$ cat src/rtl/risc16_ctrl_fsm.sv
// Multi-cycle control unit for the 16-bit RISC core: sequences DECODE/EXEC/MEM/WB per
// accepted instruction, drives ALU/memory/register strobes, times out stalled memory.
module risc16_ctrl_fsm #(
  parameter int MEM_TIMEOUT = 15,
  parameter int CNT_W       = 16
) (
  input  logic             clk,
  input  logic             reset,
  input  logic             instr_valid,
  input  logic [15:0]      instr,
  output logic             instr_ready,
  output logic [15:0]      ir_q,
  output logic [2:0]       alu_control,
  output logic             alu_src,
  input  logic             alu_zero,
  output logic             mem_read,
  output logic             mem_write,
  input  logic             mem_ack,
  output logic             mem_to_reg,
  output logic             reg_write,
  output logic             branch_taken,
  output logic             jump,
  output logic             pc_write,
  output logic             illegal,
  output logic             mem_err,
  output logic [CNT_W-1:0] retired_count
);

  localparam int WCW = (MEM_TIMEOUT > 1) ? $clog2(MEM_TIMEOUT) : 1;
  localparam logic [WCW-1:0] WAIT_LAST = WCW'(MEM_TIMEOUT - 1);

  typedef enum logic [2:0] {S_IDLE, S_DECODE, S_EXEC, S_MEM, S_WB} state_t;

  state_t         state, state_n;
  logic [WCW-1:0] wait_cnt, wait_n;
  logic [3:0]     opcode;
  logic           is_r, is_ld, is_st, is_beq, is_bne, is_ill;

  assign opcode = ir_q[15:12];
  assign is_r   = ~opcode[3];
  assign is_ld  = (opcode == 4'b1000);
  assign is_st  = (opcode == 4'b1001);
  assign is_beq = (opcode == 4'b1010);
  assign is_bne = (opcode == 4'b1011);
  assign is_ill = (opcode >= 4'b1101);

  always_ff @(posedge clk or posedge reset) begin
    if (reset) begin
      state         <= S_IDLE;
      wait_cnt      <= '0;
      ir_q          <= '0;
      retired_count <= '0;
    end else begin
      state    <= state_n;
      wait_cnt <= wait_n;
      if (state == S_IDLE && instr_valid) ir_q <= instr;
      // illegal opcodes also pulse pc_write but do not count as retired
      if (pc_write && !illegal) retired_count <= retired_count + CNT_W'(1);
    end
  end

  always_comb begin
    state_n      = state;
    wait_n       = wait_cnt;
    instr_ready  = 1'b0;
    mem_read     = 1'b0;
    mem_write    = 1'b0;
    mem_to_reg   = 1'b0;
    reg_write    = 1'b0;
    branch_taken = 1'b0;
    jump         = 1'b0;
    pc_write     = 1'b0;
    illegal      = 1'b0;
    mem_err      = 1'b0;
    case (state)
      S_IDLE: begin
        instr_ready = 1'b1;
        if (instr_valid) state_n = S_DECODE;
      end
      S_DECODE: begin
        if (is_ill) begin
          illegal  = 1'b1;
          pc_write = 1'b1;
          state_n  = S_IDLE;
        end else begin
          state_n = S_EXEC;
        end
      end
      S_EXEC: begin
        if (is_r) begin
          state_n = S_WB;
        end else if (is_ld || is_st) begin
          wait_n  = '0;
          state_n = S_MEM;
        end else begin
          // BEQ/BNE/JMP all finish here
          branch_taken = (is_beq && alu_zero) || (is_bne && !alu_zero);
          jump         = !is_beq && !is_bne;
          pc_write     = 1'b1;
          state_n      = S_IDLE;
        end
      end
      S_MEM: begin
        mem_read  = is_ld;
        mem_write = is_st;
        if (mem_ack) begin
          if (is_ld) begin
            state_n = S_WB;
          end else begin
            pc_write = 1'b1;
            state_n  = S_IDLE;
          end
        end else if (wait_cnt == WAIT_LAST) begin
          mem_err = 1'b1;
          state_n = S_IDLE;
        end else begin
          wait_n = wait_cnt + 1'b1;
        end
      end
      S_WB: begin
        reg_write  = 1'b1;
        mem_to_reg = is_ld;
        pc_write   = 1'b1;
        state_n    = S_IDLE;
      end
      default: state_n = S_IDLE;
    endcase
  end

  always_comb begin
    alu_control = 3'b000;
    alu_src     = 1'b0;
    if (state != S_IDLE) begin
      if (is_r) begin
        alu_control = opcode[2:0];
      end else if (is_ld || is_st) begin
        alu_src = 1'b1;
      end else if (is_beq || is_bne) begin
        alu_control = 3'b001;
      end
    end
  end

endmodule

$ cat config.mk
export PLATFORM = sky130hd
export DESIGN_NAME = risc16_ctrl_fsm
export DESIGN_NICKNAME = d
export VERILOG_FILES = /design/src/rtl/risc16_ctrl_fsm.sv
export SDC_FILE = /design/constraint.sdc
export NUM_CORES = 1
export LEC_CHECK = 0
export ABC_AREA = 1
export CORE_MARGIN = 4
export CORE_UTILIZATION = 47
export DETAILED_ROUTE_END_ITERATION = 8
export PLACE_DENSITY = 0.8
export SLEW_MARGIN = 20
export SYNTH_ARGS = -nofsm -noshare
export SYNTH_HDL_FRONTEND = slang
export SYNTH_SLANG_ARGS = --single-unit
$ cat constraint.sdc
create_clock -name clk -period 1.7 [get_ports clk]
set_input_delay 0.51 -clock clk [delete_from_list [all_inputs] [get_ports clk]]
set_output_delay 0.51 -clock clk [all_outputs]
set_load 0.02 [all_outputs]
==> results.json, run 1 <==
{
  "grt_start_max_net_pins": 40,
  "netSwitchingFraction_pct": 45.9,
  "number_of_warning_messages_in_the_yosys_log": 0,
  "adder_and_majority_cell_fraction_of_the_synthesized_area_pct": 1.68,
  "critPathTopFamily": "flip-flops",
  "run_status": "complete, but fails checks",
  "synth_instances": 277,
  "critPathLaunchType": "flip-flop",
  "clockPowerShare_pct": 10.7,
  "worst_clock_skew_ns": 0.00759,
  "yosysSeqAreaShare_pct": 43.6,
  "num_antenna_cells": 0,
  "fp.dieW_um": 77.0,
  "dr_wl_cell_um": 18.8,
  "antenna_left": 0,
  "pwr-share-seq_pct": 24.6,
  "postSynthRegisterBits": 39,
  "path_max_fanout": 4,
  "die-height_um": 77.0,
  "combinationalPowerShare_pct": 64.7,
  "post_route_cells_drive_above_1_share_pct": 38.5,
  "wl_um": 8710,
  "synth_mux_area_share_pct": 7.71,
  "cp.required_ns": 1.19,
  "starting_density_pct": 50.1,
  "gr-total-overflow": 0,
  "drc_errors": 0,
  "crit-reg2reg-capture": "retired_count[0]$_DFFE_PP0P_",
  "cap_viol_max_count": 0,
  "pwr_density_cell_mw_per_mm2": 1680,
  "max_freq_mhz": 498,
  "floorplan.io_pins": 67,
  "synth-compound-area-share_pct": 3.02,
  "syn_area_mm2": 0.00224,
  "core_mm2": 0.00447,
  "clk-insertion-delay-late_ns": 0.30,
  "final_nets": 433,
  "timing.critical_path.cells": "buf_4 > o21ai_1 > nor2_1 > nor2_4 > nand2_4 > buf_6",
  "critPathCaptureType": "output port",
  "grt_setup_unrepaired": "yes",
  "period_share_pct": 118,
  "timing.critical_path.arrival_ns": 1.50,
  "detailed_routing_iteration_count_for_the_pre_antenna_repair_pass": 5,
  "final_hold_viol_count": 0,
  "htree_depth": 2,
  "max_slew_margin_pct": 79.7,
  "grt_antenna_before_repair": 0,
  "synth_cell_types": 28,
  "reg2regPathDepth": 11,
  "max_stage_delay_ns": 0.43,
  "synth_xor_area_share_pct": 2.74,
  "cts_tree": "done",
  "setup_viol": 14,
  "yosys.area_share.simple_pct": 33.5,
  "worstPathBufferInverterCount": 2,
  "path_class": "flip-flop to output port",
  "standard_cell_with_the_maximum_stage_delay_on_the_critical_path": "sky130_fd_sc_hd__dfrtp_2",
  "die-area_mm2": 0.00593,
  "setup-tns-final_ns": -3.26,
  "worst_slew_pin_slew_ns": 0.305,
  "drt_first_iter_violations": 240,
  "detailed_place.area_mm2": 0.00334,
  "numClockSinks": 39,
  "slew_viol_final": 0,
  "finish.instance_area_mm2": 0.00374,
  "cts.clk_slew.worst_paths_ns": 0.09,
  "synthToLayoutAreaGrowth_pct": 66.8,
  "min_path_cells": 1,
  "final_period_minus_worst_setup_slack_ns": 2.01,
  "synth_nets": 301,
  "hold_start": "ir_q[3]$_DFFE_PP0P_",
  "clock_tree.buffer_depth": 2,
  "cellInternalPower_mw": 3.41,
  "placement_row_count": 24,
  "worst-r2r-setup-slack_ns": 0.03,
  "hold_path.class": "flip-flop to flip-flop",
  "cts_hold_buf": 0,
  "post-route-worst-setup-slack_ns": -0.307,
  "power_switching_mw": 2.89,
  "synth_top_family_by_area": "simple AND/OR/NAND/NOR gates",
  "whs_endpoint": "ir_q[3]$_DFFE_PP0P_",
  "vias": 2649,
  "crit-reg2reg-launch": "state[2]$_DFFE_PP0P_",
  "grt_pass1_wl_um": 12600,
  "avgSynthCellArea_um2": 8.09,
  "buffer_type_at_the_clock_tree_root": "sky130_fd_sc_hd__clkbuf_8",
  "leakage_nw": 1.88,
  "via_count_of_the_first_global_routing_pass": 2670,
  "finalWeightedCongestion": 0.876,
  "dpl.hpwl_um": 4760,
  "max-vdd-ir-drop_v": 0.00128,
  "violations_in_the_final_reports": "setup timing",
  "tritoncts_buffers": 5,
  "global_route.usage.total_pct": 26.7,
  "vias_per_cell": 5.73,
  "port_buffers": 66
}
## layer usage
layer	share of wire [%]	up-vias	wire (µm)	GRT usage (%)
li1	-	1147	-	-
met1	35	1276	3040	28.0
met2	52	169	4530	48.7
met3	7.4	57	648	7.03
met4	5.5	0	483	13.9
met5	0	-	0	0
## worst max path at each step
stage	endpoint	start	slack [ns]	cells past startpoint
floorplan	mem_to_reg	ir_q[14]$_DFFE_PP0P_	-0.04	5
global placement	pc_write	mem_ack	-0.84	6
detailed placement	pc_write	mem_ack	-0.87	6
CTS	pc_write	ir_q[13]$_DFFE_PP0P_	-0.26	6
global route	pc_write	state[2]$_DFFE_PP0P_	-0.41	6
finish	pc_write	ir_q[13]$_DFFE_PP0P_	-0.31	6
## timing repair
| action | in CTS | in global routing |
|---|---|---|
| buffers inserted | 8 | 8 |
| pin swaps | 8 | 7 |
| endpoints found under the setup margin | 57 | 37 |
| gates cloned | 0 | 1 |
| resized for setup | 142 | 39 |
| endpoints found under the hold margin | 0 | 0 |
## cell type report
class | instances | area [µm²]
multi-input cells | 205 | 1320
inverters | 25 | 101
well taps | 52 | 65.1
repair buffers | 133 | 1170
clock inverters | 3 | 23.8
fillers | 237 | 738
clock buffers | 5 | 68.8
flip-flops and latches | 39 | 983
## registers in the layout, indices dropped and copies added, names as in the netlist
register       flops
retired_count     16
wait_cnt           4
state              3
ir_q              16
## synth_stat cells, drive strengths merged
library cell	count	share of area (%)
buf	8	3.6
nand2	87	15
nor3	6	1.3
o21a	1	0.34
inv	25	4.2
a21oi	5	1.1
xnor2	2	0.78
dfrtp	39	44
nand3b	4	1.3
xor2	5	2.0
nor4	2	0.56
o21ai	4	0.89
nand3	23	5.6
o22ai	1	0.28
nand4	5	1.4
o221ai	1	0.39
nor2	44	8.0
mux2	12	7.7
ha	3	1.7
## power groups by stage
stage	clock [mW]	sequential, mW	combinational (mW)
floorplan	0	1.79	1.50
global placement	0	1.49	3.14
detailed placement	0	1.51	3.25
CTS	0.671	1.49	3.36
global route	0.727	1.57	4.30
finish	0.675	1.55	4.07
## kinds of logic after synthesis
group,count (synthesis)
xor gates and xnor gates,7
buffers and inverters,33
and+or+nand+nor,171
adders and majority gates,3
AOI/OAI and AO/OA,12
muxes,12
DFF,39
## metrics by stage
step                hold WS, ns  worst slack (ns)  power (mW)  instances  util [%]
floorplan                 0.491           -0.0410        3.29        277         -
global placement          0.474            -0.840        4.63        437      74.6
detailed placement        0.488            -0.869        4.76        437      74.6
CTS                       0.519            -0.258        5.52        453      78.5
global route              0.545            -0.406        6.59        462      83.5
finish                    0.535            -0.307        6.29        462      83.5
## cell usage in the layout (no fill, tap or decap), drive strengths merged
cell            n
o21ai           4
o21a            1
a21oi           5
nand2          87
nand3b          4
mux2           12
xnor2           2
nand3          23
dfrtp          39
clkdlybuf4s50  18
clkinvlp        2
ha              3
inv            26
clkbuf          8
buf            81
nor4            2
xor2            5
o22ai           1
dlygate4sd2    30
clkdlybuf4s15   1
nor3            6
nand4           5
nor2           44
o221ai          1
Power figures use the tool's default switching activity.
==> inputs of run 2 (changes only) <==
CORE_MARGIN = 2   (was 4)
clock period = 2.1 ns   (was 1.7 ns; I/O delays follow)
==> run 2 against run 1 <==
Compared with the run above:
- the flow still finishes with violations (setup timing)
- clock power fell by 22%
- hold slack got worse by 0.038 ns
- register-to-register slack gained 0.29 ns
- final cell count is 5.4% lower
- largest cell class unchanged
==> results.json, run 2 (same netlist as run 1, synthesis figures left out) <==
{
  "gr-total-overflow": 0,
  "via_count_of_the_first_global_routing_pass": 1996,
  "grt_antenna_before_repair": 0,
  "path_class": "flip-flop to output port",
  "timing.critical_path.arrival_ns": 1.50,
  "worstPathBufferInverterCount": 2,
  "slew_viol_final": 0,
  "preCtsSetupSlack_ns": -0.655,
  "critPathTopFamily": "flip-flops",
  "path_max_fanout": 7,
  "grt_start_max_net_pins": 40,
  "clock_tree.buffer_depth": 2,
  "cts_tree": "done",
  "dr_wl_cell_um": 12.4,
  "cts.clk_slew.worst_paths_ns": 0.08,
  "wl_um": 5430,
  "power_switching_mw": 1.80,
  "grt_setup_unrepaired": "yes",
  "drc_errors": 0,
  "floorplan.io_pins": 67,
  "critPathLaunchType": "flip-flop",
  "vias": 2176,
  "pwr_density_cell_mw_per_mm2": 1280,
  "max_freq_mhz": 469,
  "final-instance-count-excl-fill": 437,
  "final_period_minus_worst_setup_slack_ns": 2.13,
  "die-area_mm2": 0.00533,
  "cap_viol_max_count": 0,
  "max_stage_delay_ns": 0.47,
  "global_route.usage.total_pct": 20.4,
  "clk-insertion-delay-late_ns": 0.29,
  "timing.critical_path.cells": "buf_4 > nand3_2 > nor2_1 > nor2_2 > nand2_4 > buf_2",
  "layout_common_cells": "81 x sky130_fd_sc_hd__nand2_1, 48 x sky130_fd_sc_hd__clkdlybuf4s50_1, 44 x sky130_fd_sc_hd__buf_4",
  "tritoncts_buffers": 5,
  "detailed_routing_iteration_count_for_the_pre_antenna_repair_pass": 4,
  "cellInternalPower_mw": 2.42,
  "fp.dieW_um": 73.0,
  "layout_commonest_cell": "sky130_fd_sc_hd__nand2_1",
  "die-height_um": 73.0,
  "standard_cell_with_the_maximum_stage_delay_on_the_critical_path": "sky130_fd_sc_hd__dfrtp_2",
  "core_mm2": 0.00466,
  "buffer_type_at_the_clock_tree_root": "sky130_fd_sc_hd__clkbuf_8",
  "run_status": "complete, but fails checks",
  "critPathCaptureType": "output port",
  "num_antenna_cells": 0,
  "max_slew_margin_pct": 66.5,
  "vias_per_cell": 4.98,
  "placement_row_count": 25,
  "starting_density_pct": 48.1,
  "post-route-worst-setup-slack_ns": -0.0318,
  "antenna_left": 0,
  "cp.required_ns": 1.47,
  "grt_pass1_wl_um": 8610,
  "pwr-share-seq_pct": 29.0,
  "hold_path.class": "flip-flop to flip-flop",
  "setup_viol": 3,
  "clockPowerShare_pct": 12.4,
  "drt_first_iter_violations": 137,
  "hold_start": "ir_q[2]$_DFFE_PP0P_",
  "max-vdd-ir-drop_v": 0.000848,
  "dpl.hpwl_um": 3990,
  "cts_hold_buf": 0,
  "worst_slew_pin_slew_ns": 0.502,
  "largest_registers": "ir_q (16), retired_count (16), wait_cnt (4)",
  "worst_clock_skew_ns": 0.00761,
  "period_share_pct": 102,
  "synthToLayoutAreaGrowth_pct": 46.8,
  "numClockSinks": 39,
  "final_nets": 406,
  "finalWeightedCongestion": 0.859,
  "crit-reg2reg-launch": "state[1]$_DFFE_PP0P_",
  "htree_depth": 2,
  "final_hold_viol_count": 0,
  "launch_point_of_the_worst_path": "state[1]$_DFFE_PP0P_",
  "leakage_nw": 1.62,
  "port_buffers": 66,
  "placed_cells": 421,
  "violations_in_the_final_reports": "setup timing",
  "post_route_cells_drive_above_1_share_pct": 26.4,
  "combinationalPowerShare_pct": 58.6,
  "netSwitchingFraction_pct": 42.7
}
run 2: per-stage QoR:
stage / total power [mW] / instance area, µm² / util, % / hold WS, ns / TNS, ns
final: 4.22 / 3290 / 70.6 / 0.498 / -0.0488
after CTS: 4.14 / 3230 / 69.3 / 0.503 / -0.0144
after floorplan: 2.61 / 2250 / - / 0.491 / 0
after global placement: 3.56 / 3130 / 67.2 / 0.475 / -3.60
after global routing: 4.48 / 3290 / 70.6 / 0.529 / -0.361
after detailed placement: 3.61 / 3130 / 67.2 / 0.484 / -4.01
run 2: layer usage:
layer | track usage (%) | vias up | routed length, µm
li1 | - | 1093 | -
met1 | 25.4 | 1019 | 2350
met2 | 35.5 | 58 | 2730
met3 | 5.39 | 6 | 296
met4 | 4.32 | 0 | 53
met5 | 0 | - | 0
run 2: power by group through the flow:
stage | Combinational [mW] | Sequential (mW) | Clock, mW
finish | 2.47 | 1.22 | 0.525
global route | 2.67 | 1.25 | 0.562
CTS | 2.39 | 1.22 | 0.532
detailed placement | 2.39 | 1.22 | 0
global placement | 2.36 | 1.21 | 0
floorplan | 1.18 | 1.43 | 0
run 2: layout make-up:
cell class,count,area [µm²]
Clock inverter,3,23.8
Inverter,25,96.3
Fill cell,365,1370
Multi-Input combinational cell,205,1150
Timing Repair Buffer,106,903
Tap cell,54,67.6
Clock buffer,5,68.8
Sequential cell,39,980
run 2: what timing repair did:
action / 4_1_cts / 5_1_grt
buffers inserted: 2 / 6
setup endpoints to repair: 15 / 14
pin swaps: 2 / 4
gates resized for setup: 61 / 24
run 2: worst paths after layout:
path / endpoint / slack [ns] / cells after the start
max: pc_write / -0.03 / 6
min: ir_q[2]$_DFFE_PP0P_ / 0.50 / 1
max reg2reg: retired_count[0]$_DFFE_PP0P_ / 0.32 / 9
min reg2reg: ir_q[2]$_DFFE_PP0P_ / 0.50 / 1
max in group asynchronous: state[0]$_DFFE_PP0P_ / 0.98 / 3
min in group asynchronous: retired_count[15]$_DFFE_PP0P_ / 0.75 / 3
==> inputs of run 3 (changes only) <==
ABC_CLOCK_PERIOD_IN_PS = 2100   (was not set)
PLACE_DENSITY = 0.87   (was 0.8)
==> run 3 against run 2 <==
Compared with the run above:
- the flow now finishes without violations
- clock-buffer cell count unchanged
- sequential cell count unchanged
- non-clock buffer count decreased by 8
- final area decreased by 1.6%
- critical path depth increased by 1
- combinational power decreased by 3%
- first-iteration DRC count decreased by 20%
- global-route usage increased by 2.0 points
- sequential power about the same
==> results.json, run 3 (same netlist as run 1, synthesis figures left out) <==
{
  "wl_um": 5610,
  "die-area_mm2": 0.00533,
  "critPathCaptureType": "output port",
  "tritoncts_buffers": 5,
  "cap_viol_max_count": 0,
  "max-vdd-ir-drop_v": 0.000814,
  "finish.instance_area_mm2": 0.00323,
  "path_max_fanout": 4,
  "buffer_type_at_the_clock_tree_root": "sky130_fd_sc_hd__clkbuf_8",
  "setup-tns-final_ns": 0,
  "drt_first_iter_violations": 109,
  "standard_cell_with_the_maximum_stage_delay_on_the_critical_path": "sky130_fd_sc_hd__dfrtp_1",
  "pwr_density_cell_mw_per_mm2": 1320,
  "final_hold_viol_count": 0,
  "synthToLayoutAreaGrowth_pct": 44.4,
  "timing.critical_path.arrival_ns": 1.44,
  "final-instance-count-excl-fill": 429,
  "grt_setup_unrepaired": "yes",
  "clock_tree.buffer_depth": 2,
  "timing.critical_path.cells": "inv_2 > nand2_2 > nor2_4 > nor2_1 > nor2_2 > nand2_4 > buf_4",
  "worst_clock_skew_ns": 0.0108,
  "starting_density_pct": 48.1,
  "cts_tree": "done",
  "layout_commonest_cell": "sky130_fd_sc_hd__nand2_1",
  "slew_viol_final": 0,
  "grt_pass1_wl_um": 9350,
  "numClockSinks": 39,
  "antenna_left": 0,
  "run_status": "complete, no violations",
  "port_buffers": 66,
  "final_nets": 398,
  "grt_start_max_net_pins": 40,
  "via_count_of_the_first_global_routing_pass": 2161,
  "leakage_nw": 1.59,
  "htree_depth": 2,
  "max_freq_mhz": 482,
  "grt_antenna_before_repair": 0,
  "finalWeightedCongestion": 0.829,
  "detailed_place.area_mm2": 0.00313,
  "detailed_routing_iteration_count_for_the_pre_antenna_repair_pass": 4,
  "die-height_um": 73.0,
  "cts.clk_slew.worst_paths_ns": 0.09,
  "clk-insertion-delay-late_ns": 0.30,
  "fin_util_pct": 69.4,
  "post_route_cells_drive_above_1_share_pct": 24.3,
  "path_class": "flip-flop to output port",
  "num_antenna_cells": 0,
  "placed_cells": 420,
  "fp.dieW_um": 73.0,
  "max_slew_margin_pct": 66.3,
  "worst_slew_pin_slew_ns": 0.505,
  "cp.required_ns": 1.47,
  "final_period_minus_worst_setup_slack_ns": 2.07,
  "layout_common_cells": "81 x sky130_fd_sc_hd__nand2_1, 48 x sky130_fd_sc_hd__clkdlybuf4s50_1, 38 x sky130_fd_sc_hd__nor2_1",
  "vias_per_cell": 5.16,
  "critPathLaunchType": "flip-flop",
  "hold_path.class": "flip-flop to flip-flop",
  "dr_wl_cell_um": 13.1,
  "gr-total-overflow": 0,
  "dpl.hpwl_um": 4140,
  "floorplan.io_pins": 67,
  "max_stage_delay_ns": 0.42,
  "largest_registers": "ir_q (16), retired_count (16), wait_cnt (4)",
  "period_share_pct": 98.8,
  "drc_errors": 0,
  "placement_row_count": 25,
  "global_route.usage.total_pct": 22.4,
  "core_mm2": 0.00466,
  "vias": 2212,
  "setup_viol": 0,
  "cts_hold_buf": 0
}
run 3: critical path: cells and delay by family, from the launching register on:
kind | cells | cell delay (ns)
flops | 1 | 0.42
buf+inv | 2 | 0.24
simple gates | 5 | 0.48
run 3: final timing paths:
path / to / cells after the start / start / slack [ns]
max reg2reg: ir_q[1]$_DFFE_PP0P_ / 6 / state[1]$_DFFE_PP0P_ / 0.36
min: ir_q[2]$_DFFE_PP0P_ / 1 / ir_q[2]$_DFFE_PP0P_ / 0.51
min reg2reg: ir_q[2]$_DFFE_PP0P_ / 1 / ir_q[2]$_DFFE_PP0P_ / 0.51
min in group asynchronous: retired_count[0]$_DFFE_PP0P_ / 3 / reset / 0.75
max: pc_write / 7 / ir_q[14]$_DFFE_PP0P_ / 0.03
max in group asynchronous: ir_q[15]$_DFFE_PP0P_ / 3 / reset / 0.98
run 3: power breakdown:
group	internal [mW]	switching [mW]	total [mW]
Sequential	0.996	0.227	1.22
Combinational	1.10	1.29	2.39
Clock	0.354	0.286	0.640
Total	2.45	1.80	4.26
run 3: final cells by class:
class	count	area [µm²]
clock buffer	5	68.8
clock inverter	3	43.8
fill	357	1430
inverter	25	93.8
multi-input combinational	205	1140
sequential	39	980
tap	54	67.6
timing repair buffer	98	841
run 3: per-stage QoR:
step	hold WS, ns	setup slack (ns)	power [mW]
4_1_cts	0.508	-0.0169	4.23
6_report	0.507	0.0259	4.26
3_5_place_dp	0.489	-0.660	3.60
2_1_floorplan	0.491	0.0193	2.61
3_3_place_gp	0.473	-0.647	3.52
5_1_grt	0.537	-0.0501	4.53
run 3: what timing repair did:
item,4_1_cts,5_1_grt
setup buffers,2,0
hold endpoints to repair,0,0
endpoints found under the setup margin,15,11
pin swaps,3,5
resized for setup,65,17
run 3: layer usage:
layer | wire, µm | GRT usage [%]
met5 | 0 | 0
met4 | 69 | 7.82
met3 | 464 | 6.35
met2 | 2800 | 38.5
met1 | 2280 | 26.7
